`config.mk`:
```
export PLATFORM = sky130hd
export DESIGN_NAME = eth_rmii_tx
export DESIGN_NICKNAME = d
export VERILOG_FILES = /design/src/rtl/eth_pkg.sv /design/src/rtl/eth_crc32_2b.sv /design/src/rtl/eth_rmii_tx.sv
export SDC_FILE = /design/constraint.sdc
export NUM_CORES = 1
export LEC_CHECK = 0
export ABC_AREA = 1
export CAP_MARGIN = 20
export CORE_ASPECT_RATIO = 1.4
export CORE_MARGIN = 4
export CORE_UTILIZATION = 35
export CTS_CLUSTER_DIAMETER = 120
export CTS_CLUSTER_SIZE = 25
export DETAILED_ROUTE_END_ITERATION = 7
export GPL_TIMING_DRIVEN = 0
export PLACE_DENSITY = 0.53
export REMOVE_ABC_BUFFERS = 1
export SKIP_CTS_REPAIR_TIMING = 1
export SYNTH_ARGS = -nofsm -noshare
export SYNTH_HDL_FRONTEND = slang
export SYNTH_SLANG_ARGS = --single-unit
```
`constraint.sdc`:
```
create_clock -name clk50 -period 1.7 [get_ports clk50]
set_input_delay 0.17 -clock clk50 [delete_from_list [all_inputs] [get_ports clk50]]
set_output_delay 0.17 -clock clk50 [all_outputs]
set_load 0.05 [all_outputs]
```
`src/rtl/eth_pkg.sv`:
```
// Shared Ethernet framing constants, CRC-32 parameters and transmitter state encoding.
package eth_pkg;

   localparam logic [7:0]  ETH_PREAMBLE    = 8'h55;
   localparam logic [7:0]  ETH_SFD         = 8'hD5;
   localparam int          ETH_MIN_FRAME   = 60;
   localparam logic [31:0] ETH_CRC_POLY    = 32'hEDB88320;
   localparam logic [31:0] ETH_CRC_INIT    = 32'hFFFFFFFF;
   localparam logic [31:0] ETH_CRC_RESIDUE = 32'hDEBB20E3;

   typedef enum logic [2:0] {
      ST_IDLE,
      ST_PRE,
      ST_SFD,
      ST_DATA,
      ST_PAD,
      ST_FCS,
      ST_IFG
   } eth_tx_state_t;

   // Dibit idx of a byte, LSB pair first as RMII puts it on the wire.
   function automatic logic [1:0] dibit_of(input logic [7:0] b, input logic [1:0] idx);
      case (idx)
         2'd0:    return b[1:0];
         2'd1:    return b[3:2];
         2'd2:    return b[5:4];
         default: return b[7:6];
      endcase
   endfunction

endpackage

```
`src/rtl/eth_crc32_2b.sv`:
```
// Combinational CRC-32 (reflected) advance by one RMII dibit, d[0] processed first.
module eth_crc32_2b
   import eth_pkg::*;
(
   input  logic [31:0] crc,
   input  logic [1:0]  d,
   output logic [31:0] crc_next
);

   always_comb begin
      crc_next = crc;
      // NOTE: blocking assignments here chain the two bit steps inside one evaluation.
      for (int i = 0; i < 2; i++) begin
         if (crc_next[0] ^ d[i])
            crc_next = (crc_next >> 1) ^ ETH_CRC_POLY;
         else
            crc_next = crc_next >> 1;
      end
   end

endmodule

```
`src/rtl/eth_rmii_tx.sv`:
```
// RMII transmitter: byte stream in, preamble/SFD/data/pad/FCS out on TXD[1:0]/TX_EN,
// followed by an enforced inter-frame gap.
module eth_rmii_tx
   import eth_pkg::*;
#(
   parameter bit PAD       = 1'b1,
   parameter int IFG_BYTES = 12
) (
   input  logic       clk50,
   input  logic       reset_n,
   input  logic [7:0] data,
   input  logic       valid,
   input  logic       eop,
   output logic       ready,
   output logic [1:0] tx,
   output logic       txen,
   output logic       busy,
   output logic       underrun
);

   localparam logic [15:0] IFG_LAST = 16'(IFG_BYTES * 4 - 1);
   localparam logic [10:0] MIN_LEN  = 11'(ETH_MIN_FRAME);

   eth_tx_state_t state, state_nx;
   logic [1:0]    dib, dib_nx;
   logic [2:0]    cnt, cnt_nx;
   logic [10:0]   byte_cnt, byte_cnt_nx, byte_inc;
   logic [7:0]    sh, sh_nx;
   logic          last, last_nx;
   logic [31:0]   crc, crc_nx, crc_upd;
   logic [15:0]   ifg_cnt, ifg_cnt_nx;
   logic [1:0]    tx_nx;
   logic          txen_nx, underrun_nx, start;

   // The CRC follows exactly what is on the wire, so it is fed from the tx register.
   eth_crc32_2b u_crc (
      .crc      (crc),
      .d        (tx),
      .crc_next (crc_upd)
   );

   assign byte_inc = (byte_cnt == 11'h7FF) ? byte_cnt : byte_cnt + 11'd1;
   assign busy     = (state != ST_IDLE);
   assign ready    = (dib == 2'd3) && ((state == ST_SFD) || (state == ST_DATA && !last));

   always_comb begin
      // NOTE: every next-value is defaulted before the case so no latch can be inferred.
      state_nx    = state;
      dib_nx      = dib + 2'd1;
      cnt_nx      = cnt;
      byte_cnt_nx = byte_cnt;
      sh_nx       = sh;
      last_nx     = last;
      crc_nx      = crc;
      ifg_cnt_nx  = ifg_cnt;
      txen_nx     = txen;
      underrun_nx = 1'b0;
      tx_nx       = 2'b00;
      start       = 1'b0;

      case (state)
         ST_IDLE: begin
            dib_nx = 2'd0;
            start  = valid;
         end
         ST_PRE: begin
            crc_nx = ETH_CRC_INIT;
            if (dib == 2'd3) begin
               if (cnt == 3'd6) begin
                  state_nx = ST_SFD;
                  sh_nx    = ETH_SFD;
               end else begin
                  cnt_nx = cnt + 3'd1;
               end
            end
         end
         ST_SFD, ST_DATA: begin
            if (state == ST_DATA) crc_nx = crc_upd;
            if (dib == 2'd3) begin
               if (ready && valid) begin
                  state_nx    = ST_DATA;
                  sh_nx       = data;
                  last_nx     = eop;
                  byte_cnt_nx = byte_inc;
               end else if (ready) begin
                  // Source starved mid-frame: abort without FCS.
                  state_nx    = ST_IFG;
                  txen_nx     = 1'b0;
                  underrun_nx = 1'b1;
                  ifg_cnt_nx  = '0;
               end else if (PAD && byte_cnt < MIN_LEN) begin
                  state_nx    = ST_PAD;
                  sh_nx       = 8'h00;
                  byte_cnt_nx = byte_inc;
               end else begin
                  state_nx = ST_FCS;
                  cnt_nx   = '0;
                  crc_nx   = ~crc_upd;
               end
            end
         end
         ST_PAD: begin
            crc_nx = crc_upd;
            if (dib == 2'd3) begin
               if (byte_cnt < MIN_LEN) begin
                  byte_cnt_nx = byte_inc;
               end else begin
                  state_nx = ST_FCS;
                  cnt_nx   = '0;
                  crc_nx   = ~crc_upd;
               end
            end
         end
         ST_FCS: begin
            // crc holds the inverted FCS and is shifted out two bits per cycle.
            crc_nx = crc >> 2;
            if (dib == 2'd3) begin
               if (cnt == 3'd3) begin
                  state_nx   = ST_IFG;
                  txen_nx    = 1'b0;
                  ifg_cnt_nx = '0;
               end else begin
                  cnt_nx = cnt + 3'd1;
               end
            end
         end
         ST_IFG: begin
            dib_nx     = 2'd0;
            ifg_cnt_nx = ifg_cnt + 16'd1;
            if (ifg_cnt == IFG_LAST) begin
               start = valid;
               if (!valid) state_nx = ST_IDLE;
            end
         end
         default: state_nx = ST_IDLE;
      endcase

      if (start) begin
         state_nx    = ST_PRE;
         dib_nx      = 2'd0;
         cnt_nx      = '0;
         byte_cnt_nx = '0;
         sh_nx       = ETH_PREAMBLE;
         last_nx     = 1'b0;
         txen_nx     = 1'b1;
      end

      if (!txen_nx)
         tx_nx = 2'b00;
      else if (state_nx == ST_FCS)
         tx_nx = crc_nx[1:0];
      else
         tx_nx = dibit_of(sh_nx, dib_nx);
   end

   always_ff @(posedge clk50 or negedge reset_n) begin
      if (!reset_n) begin
         state    <= ST_IDLE;
         dib      <= '0;
         cnt      <= '0;
         byte_cnt <= '0;
         sh       <= '0;
         last     <= 1'b0;
         crc      <= '0;
         ifg_cnt  <= '0;
         tx       <= 2'b00;
         txen     <= 1'b0;
         underrun <= 1'b0;
      end else begin
         // NOTE: non-blocking so every register samples the pre-edge values.
         state    <= state_nx;
         dib      <= dib_nx;
         cnt      <= cnt_nx;
         byte_cnt <= byte_cnt_nx;
         sh       <= sh_nx;
         last     <= last_nx;
         crc      <= crc_nx;
         ifg_cnt  <= ifg_cnt_nx;
         tx       <= tx_nx;
         txen     <= txen_nx;
         underrun <= underrun_nx;
      end
   end

endmodule
```
* Word-level counts from Yosys, hierarchy flattened *
Cells that the tools add are included.

word-level totals
  register bits = 80
  bits of input ports = 12
  word-level logic and storage cells = 150
  output and inout port bits = 6

cells by class
  bitwise gates (word level) = 5
  add/sub/neg operators = 4
  reduce and logical (&&, ||, !) cells = 21
  equality and inequality tests = 28
  muxes and demuxes = 79
  order comparisons = 1

operator list
  operator                                              count
  2-to-1 mux 32 bit                                     9
  case mux 32 bit (4 select lines)                      1
  2-to-1 mux 16 bit                                     5
  2-to-1 mux 11 bit                                     7
  2-to-1 mux 3 bit                                      21
  2-to-1 mux 8 bit                                      7
  case mux 16 bit (3 select lines)                      1
  NOT 32 bit                                            1
  NOT 13 -> 14 bit                                      2
  inequality test 3 bit, second input constant          8
  case mux 11 bit (2 select lines)                      1
  case mux 3 bit (6 select lines)                       1
  adder 16 x 1 -> 16 bit, second input constant         1
  equality test 16 x 6 -> 1 bit, second input constant  1
  2-to-1 mux 1 bit                                      16
  case mux 8 bit (2 select lines)                       1
  equality test 3 bit, second input constant            5
  case mux 3 bit (4 select lines)                       1
  adder 11 x 1 -> 11 bit, second input constant         1
  equality test 11 bit, second input constant           1
  < comparator 11 x 6 -> 1 bit, second input constant   1
  2-to-1 mux 2 bit                                      5
  inequality test 2 bit, second input constant          5
  equality test 3 x 2 -> 1 bit, second input constant   3
  23 further kinds                                      33

* Depth between registers and ports, before layout *
Gate-level depths: netlist of run 1.

  word-level depth = 12
  gate-level depth with buffers = 16
  gate-level depth less buffers = 15

* Modules after synthesis *
Synthesis of run 1 repeated with hierarchy kept, for this count alone.

unflattened totals
  cell total of the unflattened synthesis = 852
  area total of the unflattened synthesis = 5,893.2 µm²

modules (own cells, without submodules)
  module        seq. area each (µm²)  cells each  instances  area an instance (µm²)
  eth_rmii_tx   2,001.9               772         1          5,407.7
  eth_crc32_2b  0.0                   80          1          485.5

* Worst setup path before layout of run 1 *
OpenSTA, ideal clock, no wires.

  path type = reg-to-reg
  start point = register dib[0]
  end point = register crc[17]
  stages on the path, launching flop included = 10
  slack = -0.244 ns
  clock period less this slack = 1.944 ns
  arrival = 1.805 ns
  buffers on the path = 1
  data required time = 1.561 ns
  cells stage by stage = dfrtp_1 ha_1 nand3_2 nor2_8 nor2_4 nand3_1 nand2_2 buf_2 o32ai_1 o211ai_1

between the ends
  word-level cells in the longest chain between the ends = 6
  elaborated cells between the ends (all ways) = 8
  classes of those cells = eq/ne: 1; mux: 5; reduce/logical: 2

ends and longest elaborated chain
  element                                                        RTL line                              RTL
  start: declaration                                             eth_rmii_tx.sv:25                     logic [1:0] dib, dib_nx;
  start signal: assignment                                       eth_rmii_tx.sv:172                    dib <= dib_nx;
  equality test 2 bit (*)                                        eth_rmii_tx.sv:44                     assign ready = (dib == 2'd3) && ((state == ST_SFD) || (state == ST_DATA && !last));
  logical AND 1 bit (*)                                          eth_rmii_tx.sv:44
  net ready                                                      eth_rmii_tx.sv:14                     output logic ready,
  2-to-1 mux 32 bit / logical AND 1 bit (equally long branches)  eth_rmii_tx.sv:85, eth_rmii_tx.sv:80
  2-to-1 mux 32 bit (*)                                          eth_rmii_tx.sv:80                     if (ready && valid) begin
  2-to-1 mux 32 bit (*)                                          eth_rmii_tx.sv:79                     if (dib == 2'd3) begin
  case mux 32 bit (4 select lines) (*)                           eth_rmii_tx.sv:61                     case (state)
  end signal: assignment                                         eth_rmii_tx.sv:177                    crc <= crc_nx;
  end: declaration                                               eth_rmii_tx.sv:30                     logic [31:0] crc, crc_nx, crc_upd;

The timed path passes the listed nets; every way through them passes the cells marked *.
A chain may end at the register's enable or synchronous reset.

* Worst setup path in the final report of run 1 *
  start point = register dib[0]
  end point = register tx[0]

between the ends
  word-level cells in the longest chain between the ends = 10
  elaborated cells between the ends (all ways) = 38
  classes of those cells = add/sub: 1; eq/ne: 4; mux: 30; reduce/logical: 3

ends and longest elaborated chain
  element                                                                                    RTL line                           RTL
  equality test 2 bit                                                                        --
  logical AND 1 bit                                                                          eth_rmii_tx.sv:44
  2-to-1 mux 2 bit, or another cell as far along                                             eth_rmii_tx.sv:85                  end else if (ready) begin
  2-to-1 mux 3 bit / 2-to-1 mux 8 bit (equally long branches)                                eth_rmii_tx.sv:80
  2-to-1 mux 3 bit / 2-to-1 mux 8 bit (equally long branches)                                eth_rmii_tx.sv:79
  case mux 3 bit (6 select lines) / case mux 8 bit (2 select lines) (equally long branches)  eth_rmii_tx.sv:61
  2-to-1 mux 3 bit / 2-to-1 mux 8 bit (equally long branches)                                eth_rmii_tx.sv:138                 if (start) begin
  equality test 3 bit / case mux 2 bit (3 select lines) (equally long branches)              eth_rmii_tx.sv:150, eth_pkg.sv:23
  2-to-1 mux 2 bit                                                                           eth_rmii_tx.sv:150                 else if (state_nx == ST_FCS)
  2-to-1 mux 2 bit (*)                                                                       eth_rmii_tx.sv:148                 if (!txen_nx)
  net tx_nx[0]                                                                               eth_rmii_tx.sv:32                  logic [1:0] tx_nx;
  end signal: assignment                                                                     eth_rmii_tx.sv:179                 tx <= tx_nx;
  end: declaration                                                                           eth_rmii_tx.sv:15                  output logic [1:0] tx,

Marks and branches as above.

==> key figures, run 1 <==
STA
  – Clock Skew: 0.007198 ns
  – Period utilization: 117.6%
  – Hold Slack: 0.3379 ns
  – Fmax: 500.1 MHz
  – Final setup viols: 62
  – Post-layout min period: 2.000 ns
  – Fin. Hold Viols: 0
  – Relative slew margins: roughly two thirds
  – Worst setup margin: -0.2998 ns
  – Worst-Margin Slew: 0.5293 ns
  – RSZ-0062 raised after global routing: yes
  – Slew Limit Fails: 0

Global route
  – Largest net degree at the start of global routing: between 40 and 50
  – First-pass GRT wire length: 25.63 mm
  – Global-route usage over all layers: 17.87%
  – Number of global-route vias before repair: 5119
  – Global route overflow: 0
  – Initial antenna violation count: 0

Logic synthesis
  – Adder-cell area share of the yosys netlist: about 1.4%
  – Mux cell area share after synthesis: 0%
  – Yosys Warn Count: 0
  – Async SR Flop Fraction: 100.0%
  – Area fraction in compound gates after synthesis: between 15 and 20%
  – Synth top area cells: dfrtp_1, nand2_1, inv_1
  – Number of cells produced by synthesis: between 700 and 800
  – Post-Syn Area: between 5000 and 6000 um2
  – Most numerous cell in the Yosys netlist: nand2_1
  – Synth Area in Simple Gates: 27.00%
  – Post-Synth XOR/XNOR Area: under 10%
  – #FFs+latches synth: 80
  – Synth cell types: 50
  – Share of the synthesized area in the top cell type: between 30 and 40%
  – Post-synth EDFFs: 0
  – Synth Flop Type: dfrtp_1
  – Post-synth top cells: nand2_1, inv_1, dfrtp_1, nor2_1, o21ai_0
  – Post-synth top area cell: dfrtp_1
  – Largest family of logic cells by synthesized area: simple AND/OR/NAND/NOR gates
  – Avg Inst Size Synth: between 7 and 8 um2
  – Seq/Total Area, Yosys: a little over a third

Worst setup path
  – Crit-path cells: ha_4 -> clkinvlp_4 -> buf_6 -> o21ai_4 -> nand3_1 -> nand2_1 -> nand3_1 -> nand2_1 -> nand2_1 -> nand2_1 -> nor2_1
  – CP max-delay cell: dfrtp_1
  – CP dominant cell by count: nand2_1
  – Critical Path Fanout Max: 7
  – WS Path Type: reg -> reg
  – CP endpoint kind: register
  – R2R Path Start: dib[0]
  – Startpoint class of the critical path: register
  – R2r setup slk: -0.30 ns
  – Slowest stage delay, CP: 0.41 ns
  – Reg-to-reg endpoint: tx[0]
  – Crit path DAT: between 2 and 2.5 ns
  – Required time of the critical path: approximately 1.9 ns
  – Reg2Reg Depth: 11

Pwr
  – Combinational fraction of design power: 60.1%
  – PwrDens: roughly 1800 nW/um2
  – Clock Power Share: 16.0%
  – Int Pwr: between 7000 and 8000 uW
  – Leak: between 0.003 and 0.004 uW
  – NetSw: 6371 uW
  – Net Sw Frac: a little under half
  – Reg power frac: a little under a quarter
  – Worst vdd ir: between 0.7 and 0.8 mV

Floorplanning
  – Initial Utilization: 35.64%
  – Die height: approximately 160 um
  – FP Rows: 54
  – Core area: 15540 um2
  – Num ports: 18
  – Die W: 114.3 um
  – Die ar.: between 15000 and 20000 um2

Placement
  – Port Buffers: 17
  – Routability Congestion: around 0.86
  – Pre-CTS setup slack: -1.768 ns
  – DP HPWL: ~11 mm

Drt
  – Antenna viol nets, final: 0
  – Wire length per cell: 16.39 um
  – 1st-iter DRT viols: roughly 370
  – Via count: roughly 5700
  – Routed vias/inst: 5.327
  – DRT Wirelength: approximately 17 mm
  – # DRC: 0
  – Pre-antenna DRT Iters: 5

Finish
  – Layout cells sized above 1: between 30 and 40%
  – Area grow syn2layout: 38.45%
  – ANT cells: 0
  – # nets final: 883

Clocking
  – Clock Sink Count: 80
  – CTS tree: built
  – CTS max path bufs: 2
  – Worst-skew pair later-pin latency: roughly 0.35 ns
  – CTS root buf: clkbuf_16
  – CTS H-tree depth: 3
  – Num CTS Buffers: 9
  – Worst-path clk slew: ~0.060 ns

Run
  – Max-Cap Viols: 0

Status
  – Status: finished with violations
  – Violated checks: negative setup slack

Worst hold path
  – Hold crit path type: in -> async
==> sequential cells by signal, summed over array words and instances, names as in the netlist <==
name,count
crc,32
ifg_cnt,16
byte_cnt,11
sh,8
cnt,3
state,3
dib,2
tx,2
last,1
txen,1
underrun,1
==> worst max path at each step <==
stage | start | to
2_1_floorplan | state[2] | tx[1]
3_3_place_gp | reset_n | byte_cnt[0]
3_5_place_dp | state[2] | tx[0]
4_1_cts | state[2] | tx[0]
5_1_grt | dib[0] | tx[0]
6_report | dib[0] | tx[0]
==> critical path: cells and delay by family, from the launching register on <==
family	cells	cell delay [ns]
compound gates	1	0.34
buf+inv	2	0.35
flops	1	0.41
simple gates	7	0.58
fa+ha+maj	1	0.22
==> layout by cell type, fill, tap and decap left out, types with 9 or more instances in the layout <==
cell,count
nand2_1,118
buf_4,104
inv_1,81
dfrtp_1,71
nor2_1,60
o21ai_0,50
a21oi_1,42
nand3_1,38
xor2_1,32
o211ai_1,23
nor2_4,16
o22ai_1,15
nand2_4,13
nand4_1,13
nand2_2,13
inv_2,11
nor2_2,11
clkdlybuf4s50_1,11
clkbuf_16,9
==> power by group through the flow <==
stage / Clock, uW / Sequential [uW] / Combinational [uW]
after floorplan: 0 / 3180 / 4420
after global placement: 0 / 3270 / 5760
after detailed placement: 0 / 3280 / 5890
after CTS: 2250 / 3260 / 5910
after global routing: 2340 / 3350 / 9020
final: 2200 / 3260 / 8240
==> cells by family (layout without fill, tap and decap cells) <==
logic type / Yosys count / after routing
xor gates and xnor gates: 39 / 39
and+or+nand+nor: 313 / 315
buffers and inverters: 126 / 252
adders and majority gates: 6 / 6
AOI/OAI and AO/OA: 178 / 178
DFF: 80 / 80
==> stage by stage <==
step | TNS (ns) | total power (uW) | utilization (%) | instance area [um2] | cells
after floorplan | -27.61 | 7605 | - | 5428 | 721
after global placement | -309.31 | 9024 | 37.60 | 5843 | 934
after detailed placement | -90.06 | 9168 | 37.76 | 5868 | 935
after CTS | -91.63 | 11420 | 39.90 | 6200 | 951
after global routing | -14.54 | 14700 | 49.34 | 7667 | 1066
final | -8.572 | 13700 | 49.34 | 7667 | 1066
==> cell type report <==
class                   count  area, um2
well taps                 196      245.2
repair inverters            1      6.256
clock inverters             5      78.83
multi-input cells         538       3515
flip-flops and latches     80       2016
inverters                 105      466.7
clock buffers              11      252.7
fillers                  1508       7873
repair buffers            130       1087
==> layer usage <==
layer	vias up	global-route usage [%]	part of all wire [%]
met5	-	0	0
met4	0	6.565	2.3
met3	29	3.211	3.6
met2	124	31.71	53
met1	2784	21.43	41
li1	2742	-	-
Note: power is estimated with default switching activity, not from simulation.
==> run 2, diff against run 1 <==
--- a/config.mk
+++ b/config.mk
@@ -17,6 +17,7 @@
 export PLACE_DENSITY = 0.53
 export REMOVE_ABC_BUFFERS = 1
 export SKIP_CTS_REPAIR_TIMING = 1
+export SLEW_MARGIN = 15
 export SYNTH_ARGS = -nofsm -noshare
 export SYNTH_HDL_FRONTEND = slang
 export SYNTH_SLANG_ARGS = --single-unit
==> results of run 2 <==
The final DEF is identical to that of run 1; final timing and power are the same.
